$ cat config.mk
export PLATFORM = sky130hd
export DESIGN_NAME = if_prefetch_queue
export DESIGN_NICKNAME = d
export VERILOG_FILES = /design/src/rtl/if_prefetch_queue_pkg.sv /design/src/rtl/if_prefetch_queue_queue_ptr.sv /design/src/rtl/if_prefetch_queue.sv
export SDC_FILE = /design/constraint.sdc
export NUM_CORES = 1
export LEC_CHECK = 0
export CAP_MARGIN = 20
export CELL_PAD_IN_SITES_DETAIL_PLACEMENT = 1
export CELL_PAD_IN_SITES_GLOBAL_PLACEMENT = 1
export CORE_ASPECT_RATIO = 1.75
export CORE_UTILIZATION = 59
export CTS_CLUSTER_DIAMETER = 30
export DETAILED_ROUTE_END_ITERATION = 7
export DONT_BUFFER_PORTS = 1
export HOLD_SLACK_MARGIN = 0.15
export PLACE_DENSITY = 0.9
export SYNTH_ARGS = -nofsm -noshare
export SYNTH_HDL_FRONTEND = slang
export SYNTH_SLANG_ARGS = --single-unit
$ cat constraint.sdc
create_clock -name clk -period 6.6 [get_ports clk]
set_input_delay 1.32 -clock clk [delete_from_list [all_inputs] [get_ports clk]]
set_output_delay 1.32 -clock clk [all_outputs]
set_load 0.01 [all_outputs]
$ cat src/rtl/if_prefetch_queue_pkg.sv
// Shared widths, constants and helpers for the instruction prefetch queue.
// Replaces the legacy Defines.v include for this slice of the codebase.
package if_prefetch_queue_pkg;

  localparam int ADDRESS_LEN     = 32;
  localparam int INSTRUCTION_LEN = 32;
  localparam int PREFETCH_DEPTH  = 4;

  localparam logic [31:0] NOP_INSTR = 32'h0000_0000;

  // Saturating 16-bit add used by the statistics counters.
  function automatic logic [15:0] sat_add16(input logic [15:0] a, input logic [15:0] b);
    logic [16:0] sum;
    sum = {1'b0, a} + {1'b0, b};
    return sum[16] ? 16'hFFFF : sum[15:0];
  endfunction

endpackage

$ cat src/rtl/if_prefetch_queue_queue_ptr.sv
// Wrap-around pointer counter for the prefetch queue; clr has priority over inc.
// Instantiated once for the read side and once for the write side.
module queue_ptr #(
  parameter int W = 2
) (
  input  logic         clk,
  input  logic         rst_n,
  input  logic         inc,
  input  logic         clr,
  output logic [W-1:0] ptr
);

  always_ff @(posedge clk or negedge rst_n) begin
    if (!rst_n) begin
      ptr <= '0;
    end else if (clr) begin
      ptr <= '0;
    end else if (inc) begin
      ptr <= ptr + W'(1);
    end
  end

endmodule

$ cat src/rtl/if_prefetch_queue.sv
// Instruction prefetch FIFO between fetch and decode, flushed on a taken branch.
// Optional statistics outputs are enabled with `define IF_PREFETCH_QUEUE_STATS_EN.
//
// Handshake: a push happens when in_valid & in_ready at a rising edge, a pop when
// out_valid & out_ready. in_ready/out_valid depend only on registered state, so there
// is no combinational path from any input to the opposite side of the queue.
module if_prefetch_queue
  import if_prefetch_queue_pkg::*;
#(
  parameter int DEPTH   = PREFETCH_DEPTH,
  parameter int ADDR_W  = ADDRESS_LEN,
  parameter int INSTR_W = INSTRUCTION_LEN,
  localparam int PW     = $clog2(DEPTH),
  localparam int CW     = $clog2(DEPTH) + 1
) (
  input  logic               clk,
  input  logic               rst,
  input  logic               in_valid,
  input  logic [ADDR_W-1:0]  in_pc,
  input  logic [INSTR_W-1:0] in_instr,
  output logic               in_ready,
  input  logic               flush,
  output logic               out_valid,
  output logic [ADDR_W-1:0]  out_pc,
  output logic [INSTR_W-1:0] out_instr,
  input  logic               out_ready,
`ifdef IF_PREFETCH_QUEUE_STATS_EN
  output logic [15:0]        full_stall_cycles,
  output logic [15:0]        flushed_entries,
`endif
  output logic [CW-1:0]      count
);

  logic [ADDR_W-1:0]  pc_mem    [DEPTH];
  logic [INSTR_W-1:0] instr_mem [DEPTH];

  logic [PW-1:0] wr_ptr;
  logic [PW-1:0] rd_ptr;
  logic [CW-1:0] count_q;
  logic          full;
  logic          empty;
  logic          push;
  logic          pop;

  assign full  = (count_q == CW'(DEPTH));
  assign empty = (count_q == '0);

  // rst gates in_ready so fetch sees the queue as unavailable while held in reset.
  assign in_ready  = rst & ~full;
  assign out_valid = ~empty;
  assign out_pc    = empty ? '0 : pc_mem[rd_ptr];
  assign out_instr = empty ? INSTR_W'(NOP_INSTR) : instr_mem[rd_ptr];
  assign count     = count_q;

  assign push = in_valid & in_ready & ~flush;
  assign pop  = out_valid & out_ready & ~flush;

  queue_ptr #(.W(PW)) u_wr_ptr (
    .clk   (clk),
    .rst_n (rst),
    .inc   (push),
    .clr   (flush),
    .ptr   (wr_ptr)
  );

  queue_ptr #(.W(PW)) u_rd_ptr (
    .clk   (clk),
    .rst_n (rst),
    .inc   (pop),
    .clr   (flush),
    .ptr   (rd_ptr)
  );

  // Storage is deliberately left without reset; entries are only read once written.
  always_ff @(posedge clk) begin
    if (push) begin
      pc_mem[wr_ptr]    <= in_pc;
      instr_mem[wr_ptr] <= in_instr;
    end
  end

  always_ff @(posedge clk or negedge rst) begin
    if (!rst) begin
      count_q <= '0;
    end else if (flush) begin
      count_q <= '0;
    end else if (push && !pop) begin
      count_q <= count_q + CW'(1);
    end else if (pop && !push) begin
      count_q <= count_q - CW'(1);
    end
  end

`ifdef IF_PREFETCH_QUEUE_STATS_EN
  always_ff @(posedge clk or negedge rst) begin
    if (!rst) begin
      full_stall_cycles <= '0;
      flushed_entries   <= '0;
    end else begin
      if (full && in_valid && !flush) begin
        full_stall_cycles <= sat_add16(full_stall_cycles, 16'd1);
      end
      if (flush) begin
        flushed_entries <= sat_add16(flushed_entries, 16'(count_q));
      end
    end
  end
`endif

endmodule

==> results of run 1 <==
worst register-to-register path, stage by stage (launching register included):
cell      delay [ns]
dfrtp_1         0.55
or3_2           0.46
buf_12          0.28
nand2_1         0.14
and2_1          0.18
fa_1            0.45
o311ai_0        0.56
a21oi_1         0.17
final cells by class:
type,instances,area share (%)
Sequential cell,263,68.5
Multi-Input combinational cell,174,19.1
Clock buffer,32,6.79
Clock inverter,26,2.70
Tap cell,227,2.47
Timing Repair Buffer,3,0.305
Inverter,4,0.131
sequential cells by signal, summed over array words and instances, names as in the netlist:
signal and cells:
count 3, pc_mem 128, u_rd_ptr.ptr 2, instr_mem 128
u_wr_ptr.ptr 2
through the flow:
stage	hold slack (ns)	utilization [%]	total power, mW
finish	0.471	67.8	4.35
global route	0.451	67.8	4.48
CTS	0.451	67.7	4.37
detailed placement	0.601	61.2	2.64
global placement	0.562	61.2	2.61
floorplan	0.542	-	2.54
cell usage in the layout, fill, tap and decap left out, drive strengths merged, types with 2 or more instances in the layout:
cell      Yosys  layout
xor2          2       2
and2         69      69
dfrtp         7       7
clkinvlp      0       2
a2111oi       2       2
inv           4      17
clkbuf        6      32
xnor2         3       3
bufinv        0       3
clkinv        0       8
nor2          8       8
mux4         64      64
a21oi         2       2
edfxtp      256     256
nor4          2       2
nor3          2       2
ha            4       4
buf          18       3
nand2         3       3
nand2b        2       2
cells by family after synthesis:
logic type	Yosys count	synth area share [%]
fa+ha+maj	5	0.686
mux	65	14.2
simple gates	89	5.16
xor+xnor	5	0.429
buf+inv	28	1.67
compound gates	10	0.906
flops	263	77.0
final timing paths:
path | start | endpoint | slack (ns)
max | u_rd_ptr.ptr[0] | out_pc[28] | 2.38
min | rst | count[1] | 0.47
max reg2reg | count[2] | count[2] | 3.66
min reg2reg | u_wr_ptr.ptr[1] | u_wr_ptr.ptr[1] | 0.62
max in group asynchronous | rst | u_rd_ptr.ptr[0] | 6.04
min in group clk | u_wr_ptr.ptr[1] | u_wr_ptr.ptr[1] | 0.62
where the power goes:
part           switching (mW)  internal [mW]  total (mW)  leakage [nW]
Sequential             0.0791           1.88        1.96          2.40
Clock                   0.718           1.02        1.74         0.528
Combinational           0.359          0.297       0.655         0.668
Total                    1.16           3.19        4.35          3.60
metal layers:
layer	part of all wire (%)	vias up
met5	0	-
met4	3.3	0
met3	6.2	41
met2	55	151
met1	35	2344
li1	-	1907
==> reports/qor.yml, run 1 <==
outcome:
  outcome: "finished clean"
placed_design:
  place_congestion: 0.712
  numPortBuffers: 0
  place_area_um2: 10400
  pre_cts_slack_ns: 2.83
  hpwlAfterDp_um: 11400
  placed_cells: 670
cts:
  cts_root_buffer: "clkbuf_16"
  cts-buffers-inserted: 31
  cts_setup_buffers: 0
  insertion_delay_ns: 0.54
  clk_pin_slew_ns: 0.06
  cts_tree: "built"
  cts.path.max_buffers: 3
  holdBufCountCts: 0
  post_cts_resized: 0
  cts_htree_levels: 1
  clock-sinks: 263
layout:
  area_growth_pct: 12.4
  drive_gt1_share_pct: 26.1
  fin_nets: 551
  final.fill_count: 1277
  final-seq-area_um2: 7870
  multiInputGateArea_um2: 2200
  final_area_um2: 11500
  instances_no_fill: 729
  antenna-diode-count: 0
sta:
  period_share_pct: 64.0
  fin_skew_ns: 0.0132
  hold_viol_final: 0
  layout_min_cycle_time_ns: 4.22
  tns_ns: 0
  drv_slew: 0
  setup_slack_ns: 2.38
  grt_setup_unrepaired: "no"
  relSlewSlack_pct: 32.3
  tightest_slew_ns: 1.01
  clock.fmax_ghz: 0.237
  setup_viol: 0
synthesis:
  synth_area_leader_cell: "edfxtp_1"
  netlist_area_um2: 10200
  yosys_warnings: 0
  synth_seq_area_share_pct: 77.0
  synth_top_area_share_pct: 75.2
  synthArstFlopShare_pct: 2.66
  synth_common_cells: "edfxtp_1, and2_1, mux4_2"
  synth-edff-count: 256
  post_synth.cell_area_avg_um2: 22.0
  yosysUniqueCellTypes: 31
  syn_nets: 539
  synth_ff_type: "edfxtp_1"
  syn_inst: 465
  ys_ff_latch: 263
  synth_most_common_cell: "edfxtp_1"
  synth_area_leaders: "edfxtp_1, mux4_2, and2_1"
worst_setup_path:
  critPathSlowestCell: "dfrtp_4"
  max_stage_delay_ns: 0.97
  crit_path_max_fanout: 41
  crit_type: "flop to primary output"
  cp.required_ns: 5.28
  crit_chain: "buf_4, mux4_2, and2_1"
  arrival_ns: 2.90
  worst-path-buf-inv: 1
  endpoint_kind: "primary output"
  crit_family: "flip-flops"
  worstRegToRegCells: 7
  path_depth: 3
  cp-start-kind: "flop"
global_route:
  grt_pass1_wl_um: 29200
  met1_usage_pct: 26.3
  gr-usage-met3_pct: 5.03
  grt.overflow.total: 0
  grt_pass1_vias: 5130
  grt_usage_pct: 22.7
  use_met2_pct: 40.4
  grt_antenna_before_repair: 0
  grt-busiest-layer: "met2"
  grt_max_degree: 70
die:
  die_w_um: 101
  die-area_um2: 17900
  core_area_um2: 16900
  die_h_um: 176
  io_pins: 138
  rows: 63
  start_util_pct: 60.3
power:
  leakagePower_nw: 3.60
  vdd_drop_max_v: 0.000310
  p_per_area_nw_per_um2: 378
detailed_routing:
  via_count: 4443
  wl_per_cell_um: 26.8
  antenna_left: 0
  vias_per_cell: 6.09
  drcViolationCount: 0
  initialDrtViolationCount: 216
  routed_wl_um: 19500
  drtPass1Iterations: 4
run:
  max_cap_viol_count: 0
worst_hold_path:
  hold_path.class: "input port to asynchronous set/reset pin"
No activity file was read; power rests on OpenSTA's default activity.
==> run 2: changes to the inputs <==
--- a/config.mk
+++ b/config.mk
@@ -9,12 +9,12 @@
 export CELL_PAD_IN_SITES_DETAIL_PLACEMENT = 1
 export CELL_PAD_IN_SITES_GLOBAL_PLACEMENT = 1
 export CORE_ASPECT_RATIO = 1.75
-export CORE_UTILIZATION = 59
+export CORE_UTILIZATION = 49
 export CTS_CLUSTER_DIAMETER = 30
 export DETAILED_ROUTE_END_ITERATION = 7
 export DONT_BUFFER_PORTS = 1
 export HOLD_SLACK_MARGIN = 0.15
-export PLACE_DENSITY = 0.9
+export PLACE_DENSITY = 0.8
 export SYNTH_ARGS = -nofsm -noshare
 export SYNTH_HDL_FRONTEND = slang
 export SYNTH_SLANG_ARGS = --single-unit
==> constraint.sdc (replaced) <==
create_clock -name clk -period 3.5 [get_ports clk]
set_input_delay 0.7 -clock clk [delete_from_list [all_inputs] [get_ports clk]]
set_output_delay 0.7 -clock clk [all_outputs]
set_load 0.01 [all_outputs]
==> reports/qor.yml, run 2 (same netlist as run 1, synthesis figures left out) <==
outcome:
  outcome: "complete, but fails checks"
  violations: "design-rule violations"
worst_hold_path:
  min-delay-start: "flush"
  hold_path.class: "input port to flop"
die:
  die_h_um: 193  # +9.6%
  rows: 69  # +9.5%
  die-area_um2: 21500  # +20%
  start_util_pct: 50.1  # -10 points
  io_pins: 138  # unchanged
  core_area_um2: 20400  # +20%
  die_w_um: 111  # +9.5%
detailed_routing:
  vias_per_cell: 5.90  # -3.2%
  drcViolationCount: 16  # +16
  antenna_left: 0  # unchanged
  via_count: 4497  # +1.2%
  routed_wl_um: 20200  # +3.5%
  drtPass1Iterations: 6  # +2
  initialDrtViolationCount: 196  # -9.3%
  wl_per_cell_um: 26.5  # -0.97%
layout:
  antenna-diode-count: 0  # unchanged
  final_common_cell: "edfxtp_1"
  final.fill_count: 1688  # +32%
  final_cell_mix: "edfxtp_1, and2_1, mux4_2"
  fin_nets: 562  # +2.0%
  area_growth_pct: 14.9
  final_util_pct: 57.6  # -10 points
  drive_gt1_share_pct: 26.5  # +0.36 points
placed_design:
  hpwlAfterDp_um: 12300  # +7.2%
  numPortBuffers: 0  # unchanged
  place_congestion: 0.704  # -1.0%
sta:
  grt_setup_unrepaired: "no"
  fin_skew_ns: 0.0262  # +0.0131 ns
  relSlewSlack_pct: 58.3  # +26 points
  tns_ns: 0  # unchanged
  clock.fmax_ghz: 0.326
  setup_viol: 0  # unchanged
  layout_min_cycle_time_ns: 3.07
  period_share_pct: 87.7
  drv_slew: 0  # unchanged
  hold_viol_final: 0  # unchanged
  tightest_slew_ns: 0.625  # -0.390 ns
power:
  p_sw_share_pct: 25.3  # -1.3 points
  p_int_mw: 6.37  # +100%
  p_seq_share_pct: 42.8  # -2.2 points
  leakagePower_nw: 3.69  # +2.5%
  pwr-share-clk_pct: 42.0  # +2.1 points
  p_comb_share_pct: 15.2  # about the same
  p_per_area_nw_per_um2: 726  # +92%
  vdd_drop_max_v: 0.000526  # +70%
  power_switching_mw: 2.16  # +87%
global_route:
  gr-usage-met3_pct: 5.22  # +0.19 points
  grt.overflow.total: 0  # unchanged
  grt-busiest-layer: "met2"
  grt_max_degree: 42  # -40%
  met1_usage_pct: 21.3  # -5.0 points
  use_met2_pct: 35.7  # -4.8 points
  grt_usage_pct: 19.5  # -3.2 points
  grt_antenna_before_repair: 0  # unchanged
  grt_pass1_wl_um: 30500  # +4.4%
  grt_pass1_vias: 5084  # -0.90%
cts:
  cts_setup_buffers: 0  # unchanged
  insertion_delay_ns: 0.50  # -0.04 ns
  cts_tree: "built"
  cts-buffers-inserted: 35  # +13%
  clk_pin_slew_ns: 0.05  # about the same
  cts_htree_levels: 2  # +1
  cts.path.max_buffers: 3  # unchanged
  clock-sinks: 263  # unchanged
  cts_root_buffer: "clkbuf_16"
worst_setup_path:
  endpoint_kind: "primary output"
  arrival_ns: 2.37  # -0.53 ns
  cp-start-kind: "flop"
  cp.required_ns: 2.80  # -2.48 ns
  reg2reg_from: "count[1]"
  critPathLaunch: "count[1]"
  crit_path_max_fanout: 41  # unchanged
  crit_type: "flop to primary output"
run:
  max_cap_viol_count: 0  # unchanged
==> run 2: changes by cell type in the layout (fill, tap and decap cells not counted), sizes merged <==
cell,delta
clkbuf,+10
inv,-8
buf,+6
clkinvlp,+3
bufinv,+1
clkinv,-1
dlygate4sd3,+1
==> run 2: worst paths after layout <==
check | to | slack (ns) | cells after the start
max reg2reg | count[2] | 0.89 | 8
min | u_rd_ptr.ptr[1] | 0.28 | 1
min in group asynchronous | count[1] | 0.57 | 1
min reg2reg | u_wr_ptr.ptr[1] | 0.62 | 2
max | out_pc[1] | 0.43 | 3
max in group asynchronous | u_rd_ptr.ptr[0] | 2.62 | 1
==> run 2: through the flow <==
stage	setup WS (ns)	total power [mW]	instances	area, um2	hold slack [ns]
final	0.432	8.53	762	11700	0.278
after global routing	0.315	8.82	762	11700	0.260
after CTS	0.372	8.64	762	11700	0.256
after detailed placement	0.774	5.05	698	10500	0.405
after global placement	0.928	5.00	698	10500	0.405
after floorplan	0.301	4.79	465	10200	0.404
==> run 2: area by class of cell <==
type	instances	area [um2]	area share (%)
sequential	263	7870	67.0
tap	248	310	2.64
multi-input combinational	174	2200	18.7
clock inverter	21	255	2.17
timing repair buffer	10	153	1.30
inverter	4	15.0	0.128
clock buffer	42	945	8.04
==> run 2: routing by layer <==
| layer | up-vias | wire length, um |
|---|---|---|
| met2 | 138 | 11100 |
| met1 | 2397 | 7190 |
| met5 | - | 0 |
| li1 | 1924 | - |
| met4 | 0 | 637 |
| met3 | 38 | 1310 |
==> run 2: timing repair <==
| item | 4_1_cts | 5_1_grt |
|---|---|---|
| endpoints found under the hold margin | 7 | 0 |
| endpoints found under the setup margin | 0 | 0 |
| hold buffers | 1 | 0 |
| gates resized for setup | 0 | 0 |
==> run 2: worst max-delay path, cell delays in order (launching register included) <==
cell	delay, ns
dfrtp_1	0.46
or3_2	0.76
buf_4	0.37
and2_1	0.24
==> run 2: power by group through the flow <==
stage	registers, mW	logic (mW)	clock network, mW
after floorplan	3.63	1.16	0
after global placement	3.71	1.29	0
after detailed placement	3.72	1.33	0
after CTS	3.66	1.34	3.65
after global routing	3.67	1.40	3.75
final	3.65	1.29	3.58
==> run 3: changes to the inputs <==
--- a/config.mk
+++ b/config.mk
@@ -5,16 +5,18 @@
 export SDC_FILE = /design/constraint.sdc
 export NUM_CORES = 1
 export LEC_CHECK = 0
+export ABC_AREA = 1
 export CAP_MARGIN = 20
 export CELL_PAD_IN_SITES_DETAIL_PLACEMENT = 1
 export CELL_PAD_IN_SITES_GLOBAL_PLACEMENT = 1
 export CORE_ASPECT_RATIO = 1.75
-export CORE_UTILIZATION = 49
+export CORE_UTILIZATION = 46
 export CTS_CLUSTER_DIAMETER = 30
 export DETAILED_ROUTE_END_ITERATION = 7
 export DONT_BUFFER_PORTS = 1
 export HOLD_SLACK_MARGIN = 0.15
-export PLACE_DENSITY = 0.8
+export PLACE_DENSITY = 0.81
 export SYNTH_ARGS = -nofsm -noshare
 export SYNTH_HDL_FRONTEND = slang
 export SYNTH_SLANG_ARGS = --single-unit
+export TNS_END_PERCENT = 50
==> reports/qor.yml, run 3 <==
worst_setup_path:
  crit_path_max_fanout: 41  # unchanged
  arrival_ns: 2.35  # -0.02 ns
  cp-start-kind: "flop"
  endpoint_kind: "primary output"
  crit_type: "flop to primary output"
  cp.required_ns: 2.80  # about the same
synthesis:
  synthArstFlopShare_pct: 2.66  # unchanged
  synth_common_cells: "nor2_1, edfxtp_1, o21ai_0"
  yosysUniqueCellTypes: 22  # -29%
  synth-compound-area-share_pct: 9.76  # +8.9 points
  synth_fa_ha_area_share_pct: 0.677  # -0.0091 points
  synth_seq_area_share_pct: 75.9  # -1.0 points
  synth-edff-count: 256  # unchanged
  syn_inst: 817  # +76%
  post_synth.cell_area_avg_um2: 12.7  # -42%
  synth_most_common_cell: "nor2_1"
  netlist_area_um2: 10400  # +1.3%
  yosys_warnings: 0  # unchanged
  synth_area_leaders: "edfxtp_1, nor2_1, o21ai_0"
  yosys.area_share.xor_xnor_pct: 0.0846  # -0.34 points
  ys_ff_latch: 263  # unchanged
  yosys.area_share.simple_pct: 10.4  # +5.2 points
  synthMuxAreaShare_pct: 0  # -14 points
  synth_area_leader_cell: "edfxtp_1"
  synth_top_area_share_pct: 74.2  # -1.0 points
  synth_top_family_by_area: "simple AND/OR/NAND/NOR gates"
  synth_ff_type: "edfxtp_1"
  syn_nets: 891  # +65%
die:
  core_area_um2: 22100  # +8.3%
  io_pins: 138  # unchanged
  rows: 72  # +4.3%
  die_w_um: 115  # +3.8%
  die-area_um2: 23100  # +7.8%
  die_h_um: 200  # +3.9%
  start_util_pct: 46.9  # -3.2 points
detailed_routing:
  drtPass1Iterations: 4  # -2
  wl_per_cell_um: 21.7  # -18%
  routed_wl_um: 24900  # +23%
  vias_per_cell: 5.52  # -6.5%
  via_count: 6320  # +41%
  antenna_left: 0  # unchanged
  drcViolationCount: 0  # -16
  initialDrtViolationCount: 294  # +50%
cts:
  cts.path.max_buffers: 3  # unchanged
  cts_tree: "built"
  clk_pin_slew_ns: 0.06  # about the same
  cts-buffers-inserted: 34  # -2.9%
  post_cts_resized: 0  # unchanged
  insertion_delay_ns: 0.49  # about the same
  cts_htree_levels: 2  # unchanged
  cts_root_buffer: "clkbuf_16"
  cts_setup_buffers: 0  # unchanged
  holdBufCountCts: 1  # unchanged
  clock-sinks: 263  # unchanged
sta:
  clock.fmax_ghz: 0.328  # +0.63%
  hold_viol_final: 0  # unchanged
  fin_skew_ns: 0.0145  # -0.0117 ns
  grt_setup_unrepaired: "no"
  tightest_slew_ns: 0.914  # +0.288 ns
  setup_slack_ns: 0.451  # +0.0192 ns
  tns_ns: 0  # unchanged
  setup_viol: 0  # unchanged
  layout_min_cycle_time_ns: 3.05  # -0.0192 ns
  drv_slew: 0  # unchanged
  period_share_pct: 87.1  # -0.55 points
  relSlewSlack_pct: 39.0  # -19 points
global_route:
  grt_pass1_vias: 6886  # +35%
  grt_max_degree: 77  # +83%
  grt_antenna_before_repair: 0  # unchanged
  grt.overflow.total: 0  # unchanged
  grt_usage_pct: 21.6  # +2.1 points
  grt_pass1_wl_um: 37200  # +22%
layout:
  antenna-diode-count: 0  # unchanged
  final.fill_count: 2235  # +32%
  fin_nets: 899  # +60%
  final_common_cell: "nor2_1"
  final_cell_mix: "nor2_1, edfxtp_1, o21ai_0"
  area_growth_pct: 15.1
  drive_gt1_share_pct: 10.2  # -16 points
placed_design:
  hpwlAfterDp_um: 14600  # +19%
  place_congestion: 0.738  # +4.7%
  pre_cts_slack_ns: 0.921  # +0.147 ns
  numPortBuffers: 0  # unchanged
power:
  p_per_area_nw_per_um2: 765  # +5.3%
  total_power_mw: 9.12  # +6.9%
  p_int_mw: 6.32  # -0.67%
  pwr-share-clk_pct: 40.2  # -1.8 points
  p_comb_share_pct: 20.1  # +4.9 points
  p_seq_share_pct: 39.7  # -3.1 points
  p_sw_share_pct: 30.6  # +5.3 points
  power_switching_mw: 2.79  # +29%
  vdd_drop_max_v: 0.000470  # -11%
  leakagePower_nw: 4.02  # +8.9%
worst_hold_path:
  hold_path.class: "input port to flop"
outcome:
  outcome: "finished clean"
run:
  max_cap_viol_count: 0  # unchanged
-- run 3: final timing paths --
kind	start	to	slack, ns	cells past startpoint
min in group asynchronous	rst	u_rd_ptr.ptr[0]	0.57	1
worst max register to register	count[0]	instr_mem[0][2]	1.21	5
worst min-delay path	in_instr[8]	instr_mem[0][8]	0.31	0
worst min register to register	u_wr_ptr.ptr[0]	u_wr_ptr.ptr[0]	0.58	1
max in group asynchronous	rst	u_rd_ptr.ptr[0]	2.63	1
worst max-delay path	u_rd_ptr.ptr[1]	out_instr[18]	0.45	5
-- run 3: power by group through the flow --
stage	registers [mW]	clock network, mW	logic [mW]
final	3.62	3.66	1.83
after global routing	3.63	3.85	2.01
after CTS	3.62	3.73	1.87
after detailed placement	3.69	0	1.85
after global placement	3.69	0	1.80
after floorplan	3.66	0	1.36
-- run 3: layout make-up --
type	instances	area, um2	share of cell area, %
Timing Repair Buffer	20	203	1.70
Multi-Input combinational cell	490	2200	18.4
Clock inverter	24	342	2.87
Clock buffer	36	880	7.38
Inverter	16	61.3	0.514
Sequential cell	263	7870	66.0
Tap cell	296	370	3.11
-- run 3: routing by layer --
layer  part of all wire, %  GRT usage [%]
met1                    36           21.8
met4                   3.5           8.81
met5                     0              0
met2                    56           41.0
met3                   5.1           5.01
-- run 3: worst max-delay path: stages, from the launching register on --
cell,delay (ns)
dfrtp_2,0.45
inv_2,0.68
buf_4,0.38
nor2_1,0.07
o21ai_0,0.11
a21oi_1,0.17
-- run 3: kinds of logic (layout without fill, tap and decap cells) --
kind of cell / after synthesis / count (layout)
buffers and inverters: 64 / 96
AND/OR/NAND/NOR: 283 / 283
adder cells (fa/ha/maj): 5 / 5
XOR/XNOR: 1 / 1
flip-flops: 263 / 263
AO/OA/AOI/OAI: 201 / 201
-- run 3: metrics by stage --
stage	area [um2]	instances	hold slack (ns)	util, %
6_report	11900	1145	0.306	54.0
5_1_grt	11900	1145	0.288	54.0
4_1_cts	11900	1145	0.289	54.0
3_5_place_dp	10700	1084	0.405	48.4
3_3_place_gp	10700	1084	0.405	48.4
2_1_floorplan	10400	817	0.404	-
